**src/rtl/if_stage.sv**
```systemverilog
// Instruction-fetch stage: PC register, next-PC selection and the IF/ID register.
// Optional IF_STALL_CNT_EN adds saturating stall/bubble performance counters.
module if_stage #(
  parameter logic [31:0] RESET_PC  = 32'h0000_0000,
  parameter logic [31:0] NOP_INSTR = 32'h0000_0000
) (
  input  logic        clk,
  input  logic        reset_n,
  input  logic        pc_write,
  input  logic        ifid_write,
  input  logic        branch_taken,
  input  logic [31:0] branch_target,
  output logic        imem_req,
  output logic [31:0] imem_addr,
  input  logic [31:0] imem_rdata,
  input  logic        imem_ready,
  output logic [31:0] ifid_instr,
  output logic [31:0] ifid_pc,
  output logic [31:0] ifid_pc4,
  output logic        ifid_valid,
  output logic [4:0]  ifid_rs,
`ifdef IF_STALL_CNT_EN
  output logic [4:0]  ifid_rt,
  output logic [31:0] stall_cnt,
  output logic [31:0] bubble_cnt
`else
  output logic [4:0]  ifid_rt
`endif
);

  localparam logic [0:0] ST_BOOT = 1'b0;
  localparam logic [0:0] ST_RUN  = 1'b1;

  logic [0:0]  state_q, state_d;
  logic [31:0] pc_q, pc_d;
  logic [31:0] instr_q, instr_d;
  logic [31:0] ipc_q, ipc_d;
  logic [31:0] ipc4_q, ipc4_d;
  logic        valid_q, valid_d;

  logic        run;
  logic        advance;
  logic [31:0] pc_plus4;

  assign run      = (state_q == ST_RUN);
  assign advance  = run & imem_ready & pc_write & ifid_write;
  assign pc_plus4 = pc_q + 32'd4;

  // NOTE: every always_comb output gets a default first, so no path leaves it unassigned and no latch is inferred.
  always_comb begin
    state_d = ST_RUN;
    pc_d    = pc_q;
    instr_d = instr_q;
    ipc_d   = ipc_q;
    ipc4_d  = ipc4_q;
    valid_d = valid_q;
    if (run) begin
      if (branch_taken) begin
        // A resolved branch is older than any load-use stall, so it wins.
        pc_d    = {branch_target[31:2], 2'b00};
        instr_d = NOP_INSTR;
        ipc_d   = 32'd0;
        ipc4_d  = 32'd0;
        valid_d = 1'b0;
      end else if (advance) begin
        pc_d    = pc_plus4;
        instr_d = imem_rdata;
        ipc_d   = pc_q;
        ipc4_d  = pc_plus4;
        valid_d = 1'b1;
      end else if (ifid_write) begin
        // Nothing fetched this cycle: hand decode a bubble, PC waits for the refetch.
        instr_d = NOP_INSTR;
        ipc_d   = 32'd0;
        ipc4_d  = 32'd0;
        valid_d = 1'b0;
      end
    end
  end

  // NOTE: sequential state uses non-blocking assignments so all flops update together at the edge.
  always_ff @(posedge clk or negedge reset_n) begin
    if (!reset_n) begin
      state_q <= ST_BOOT;
      pc_q    <= RESET_PC;
      instr_q <= NOP_INSTR;
      ipc_q   <= 32'd0;
      ipc4_q  <= 32'd0;
      valid_q <= 1'b0;
    end else begin
      state_q <= state_d;
      pc_q    <= pc_d;
      instr_q <= instr_d;
      ipc_q   <= ipc_d;
      ipc4_q  <= ipc4_d;
      valid_q <= valid_d;
    end
  end

  assign imem_req   = run;
  assign imem_addr  = pc_q;
  assign ifid_instr = instr_q;
  assign ifid_pc    = ipc_q;
  assign ifid_pc4   = ipc4_q;
  assign ifid_valid = valid_q;
  assign ifid_rs    = instr_q[25:21];
  assign ifid_rt    = instr_q[20:16];

`ifdef IF_STALL_CNT_EN
  logic [31:0] stall_cnt_q, stall_cnt_d;
  logic [31:0] bubble_cnt_q, bubble_cnt_d;
  logic        stall_inc, bubble_inc;

  assign stall_inc  = run & ~branch_taken & ~ifid_write;
  assign bubble_inc = run & (branch_taken | (~advance & ifid_write));

  always_comb begin
    stall_cnt_d  = stall_cnt_q;
    bubble_cnt_d = bubble_cnt_q;
    if (stall_inc && (stall_cnt_q != 32'hFFFF_FFFF))
      stall_cnt_d = stall_cnt_q + 32'd1;
    if (bubble_inc && (bubble_cnt_q != 32'hFFFF_FFFF))
      bubble_cnt_d = bubble_cnt_q + 32'd1;
  end

  always_ff @(posedge clk or negedge reset_n) begin
    if (!reset_n) begin
      stall_cnt_q  <= 32'd0;
      bubble_cnt_q <= 32'd0;
    end else begin
      stall_cnt_q  <= stall_cnt_d;
      bubble_cnt_q <= bubble_cnt_d;
    end
  end

  assign stall_cnt  = stall_cnt_q;
  assign bubble_cnt = bubble_cnt_q;
`endif

endmodule

```
**config.mk**
```make
export PLATFORM = sky130hd
export DESIGN_NAME = if_stage
export DESIGN_NICKNAME = d
export VERILOG_FILES = /design/src/rtl/if_stage.sv
export SDC_FILE = /design/constraint.sdc
export NUM_CORES = 1
export LEC_CHECK = 0
export ABC_CLOCK_PERIOD_IN_PS = 2440
export BUFFER_PORTS_ARGS = -buffer_cell sky130_fd_sc_hd__buf_4
export CORE_MARGIN = 10
export CORE_UTILIZATION = 51
export CTS_BUF_LIST = sky130_fd_sc_hd__clkbuf_8
export CTS_CLUSTER_DIAMETER = 50
export DETAILED_ROUTE_END_ITERATION = 6
export GPL_ROUTABILITY_DRIVEN = 0
export GPL_TIMING_DRIVEN = 0
export PLACE_DENSITY = 0.87
export RECOVER_POWER = 50
export SLEW_MARGIN = 20
export SYNTH_ARGS = -nofsm -noshare
export SYNTH_HDL_FRONTEND = slang
export SYNTH_SLANG_ARGS = --single-unit
export TNS_END_PERCENT = 10
```
**constraint.sdc**
```tcl
create_clock -name clk -period 2.44 [get_ports clk]
set_input_delay 0.488 -clock clk [delete_from_list [all_inputs] [get_ports clk]]
set_output_delay 0.488 -clock clk [all_outputs]
set_load 0.02 [all_outputs]
```
# ---- Word-level counts from Yosys, hierarchy flattened
# Index checks and enable logic that the tools add are counted.
dict set report totals {
  input_bits 70
  latchBits 0
  memories 0
  ff_bits 130
  rom_bits 0
  wordCells 26
  ram_bits 0
}
dict set report classes {
  reduce_logical 4
  n_addsub 1
  eq_ne 0
  n_div 0
  n_lt_le_gt_ge 0
  n_bitwise 3
  mux 12
  shift 0
  n_mul 0
}
# cell n
set op_table {}
lappend op_table {{$mux W32} 9}
lappend op_table {{$add A32 B3 Y32 const B} 1}
lappend op_table {{$reduce_and A2 Y1} 2}
lappend op_table {{$and A1 B1 Y1} 3}
lappend op_table {{$mux W1} 3}
lappend op_table {{$reduce_bool A3 Y1} 1}
lappend op_table {{$reduce_bool A2 Y1} 1}

# ---- Longest topological paths before layout
dict set report logic_depth {
  word_depth 5
  ltp_mapped 7
  depth_no_buf 6
}

# ---- Least setup slack after synthesis
# No wires, ideal clock.
dict set report synth_path {
  path_kind {flip-flop to flip-flop}
  startpoint {register pc_q[2] (netlist: imem_addr[2])}
  endpoint {register pc_q[24] (netlist: imem_addr[24])}
  t_arrival_ns 2.045
  path_stages_with_launch 8
  t_required_ns 2.303
  period_less_slack_ns 2.182
  slack_ns 0.258
  cell_sequence {dfrtp_1 ha_1 nand4_2 or3_1 buf_2 nor4_2 xnor2_1 a21oi_1}
}
dict set report synth_between {
  elab_chain_len 3
}
# element line
set synth_rtl {}
lappend synth_rtl {{start: declaration} 35} ;# logic [31:0] pc_q, pc_d;
lappend synth_rtl {{start signal: assignment} 92} ;# pc_q <= pc_d;
lappend synth_rtl {{$add A32 B3 Y32} 47} ;# assign pc_plus4 = pc_q + 32'd4;
lappend synth_rtl {{$mux W32} 65} ;# end else if (advance) begin
lappend synth_rtl {{$mux W32} 58} ;# if (branch_taken) begin
# Every way passes these cells. The select of a mux whose other input is x is not followed.
# A chain may end at the register's enable or synchronous reset.

# ---- Final worst setup path
dict set report layout_path {
  startpoint {register pc_q[2] (netlist: imem_addr[2])}
  endpoint {register pc_q[30] (netlist: imem_addr[30])}
}
# Same word-level chain as after synthesis.

==> run summary <==
run status: finished, violations left
failing checks: capacitance limit, slew limit
post-route setup TNS: 0 ns
slowest stage cell, crit path: dfrtp_2
H-tree Lvls: 4
vias: 5,465
crit path max fanout: 10
IO buf count: 205
grt ovf: 0
I/O pin count: 210
crit start category: register
die area: 15,900 um^2
worst hold slack: 0.265 ns
Post-synth EDFFs: 0
Site Rows: 38
final wirelength: 19,600 um
commonest non-fill, non-tap cell in the layout: buf_4
crit path DAT: 2.65 ns
# hold bufs at CTS: 0
buffer type at the clock tree root: clkbuf_8
sequential-to-total area share from yosys stat: 0.546
initial DRC count: 499
commonest non-fill, non-tap cells in the layout: buf_4, dfrtp_1, clkbuf_1
worst stage delay on the critical path: 0.46 ns
worst-margin pin slew: 1.89 ns
Final period util: 0.952
top_reg_cell synth: dfrtp_1
PD cells: 710 nW/um^2
Final nets: 858
WL per Instance: 20.9 um
Clock Sinks: 125
CTS max path bufs: 2
Worst-Skew Late Latency: 0.44 ns
Yosys reg bits: 125
CTS tree: done
Die H: 126 um
first-pass GRT wire length: 30,600 um
Total GRT Usage: 0.239
Slew Limit Fails: 72
critical path's top delay family: simple AND/OR/NAND/NOR gates
yosys synthesis warning count: 0
synthesis-to-finish area growth: 34.2%
post-route cell area: 7690 um^2
Clock Skews: 0.0160 ns
critical-path cell list: ha_2, nand4_4, or3_1, buf_2, nor3_1, nand4_1, a211oi_1
RSZ-0062 raised after global routing: no
number of fill cells: 893
Post-DRT Antenna Nets: 0
DP Area: 7480 um^2
Worst setup EP type: register
layout cells sized above 1: 0.267
first-pass iteration count of the detailed router: 5
critical path required time: 2.77 ns
Starting Density: 0.524
n_diodes: 0
crit path buf inv count: 1
max-cap viol count: 1
worst ir drop on vdd: 0.412 mV
vias per inst: 5.82
# setup viols final: 0
Hold Crit Class: in -> reg
Leak: 3.64 nW
Clock transition at path regs: 0.07 ns
Reg2Reg Setup Slack: 0.12 ns
max frequency: 431 MHz
Post-DP HPWL: 14,500 um
ys async rst share: 1.00
Final Hold Vio Count: 0
vias in the first global route: 5,685
kind of critical path: reg -> reg
residual DRC count: 0
initial antenna violation count: 0
Worst slew margin: -0.259
fin crit period: 2.32 ns
Avg Inst Size Synth: 10.2 um^2
pin count of the biggest net entering global routing: 73
total CTS buffers: 17
post-synth cell types: 46
post-synthesis cell area: 5730 um^2
width of the die: 126 um
Core Region: 10,900 um^2
Mapped Cells: 561
per-stage QoR:
stage                     cells  power, mW  worst slack, ns  utilization
final                       939       5.46            0.117        0.703
after CTS                   939       5.51           0.0280        0.725
after floorplan             562       2.97            0.258            -
after global placement      907       3.47           0.0158        0.681
after global routing        939       5.68          0.00242        0.703
after detailed placement    908       3.51          0.00176        0.684
where the power goes:
group	switching [mW]	leakage (nW)	internal (mW)
Combinational	0.676	1.76	0.410
Sequential	0.154	1.67	2.21
Clock	0.827	0.213	1.18
Total	1.66	3.64	3.80
registers in the layout, summed over array words and instances, names as in the netlist:
name	count
ifid_instr	32
ifid_pc	31
ifid_pc4	30
ifid_valid	1
imem_addr	30
imem_req	1
cells by family (layout without fill, tap and decap cells):
group           after synthesis  after routing  synth area share
compound gates              164            164             0.195
xor+xnor                     29             29            0.0443
fa+ha+maj                     1              1           0.00218
buf+inv                      71            308            0.0607
flops                       125            125             0.546
mux                           5              5           0.00873
other cells                   2              3           0.00131
simple gates                164            164             0.142
repair_timing:
action	CTS	global route
endpoints found under the setup margin	4	20
pin swaps	0	0
resized for setup	2	7
buffers inserted	0	0
routing by layer:
metal	global-route usage	vias up	share of wire
met1	0.286	2678	0.39
met2	0.392	298	0.49
met4	0.0904	0	0.025
li1	-	2450	-
met5	0	-	0
met3	0.0810	39	0.096
path summary, 6_finish.rpt:
check / start / end / cells past startpoint
setup / recovery: imem_addr[2]$_DFFE_PN0P_ / imem_addr[30]$_DFFE_PN0P_ / 7
hold / removal: imem_rdata[2] / ifid_instr[2]$_DFFE_PN0P_ / 2
max in group asynchronous: reset_n / imem_addr[3]$_DFFE_PN0P_ / 1
min in group asynchronous: reset_n / ifid_pc[26]$_DFFE_PN0P_ / 1
setup reg to reg: imem_addr[2]$_DFFE_PN0P_ / imem_addr[30]$_DFFE_PN0P_ / 7
hold reg to reg: ifid_valid$_DFFE_PN0P_ / ifid_valid$_DFFE_PN0P_ / 2
layout make-up:
type | count | area (um^2) | share of cell area
repair buffers | 206 | 1310 | 0.170
clock inverters | 11 | 165 | 0.0215
clock buffers | 20 | 275 | 0.0358
well taps | 140 | 175 | 0.0228
inverters | 8 | 30.0 | 0.00390
flip-flops and latches | 125 | 3130 | 0.407
multi-input cells | 366 | 2290 | 0.297
plain buffers | 63 | 319 | 0.0415
synthesized netlist by cell type, types with 2 or more instances:
cell	instances	area [um^2]
dfrtp_1	125	3130
nand2_1	75	282
a22o_1	57	499
o21ai_0	41	205
clkbuf_1	29	109
xnor2_1	21	184
buf_4	18	135
a21oi_1	17	85.1
nand3_1	17	85.1
nor2_1	17	63.8
o21ai_1	14	70.1
nand4_1	12	75.1
buf_2	11	55.1
nor3_1	10	50.1
o22ai_1	10	62.6
a22oi_1	8	60.1
inv_1	8	30.0
xor2_1	8	70.1
and3_1	7	43.8
nor4_1	6	37.5
buf_1	5	18.8
mux2i_1	5	50.1
and4_1	4	35.0
nor4_2	4	50.1
a21o_1	3	22.5
and2_1	3	18.8
or3_1	3	18.8
a31oi_1	2	12.5
conb_1	2	7.51
o211ai_1	2	15.0
o31ai_1	2	15.0
worst reg2reg max path: stages, from the launching register on:
cell      delay, ns
dfrtp_2        0.46
ha_2           0.30
nand4_4        0.18
or3_1          0.42
buf_2          0.21
nor3_1         0.24
nand4_1        0.12
a211oi_1       0.28
Note: power is estimated with default switching activity, not from simulation.
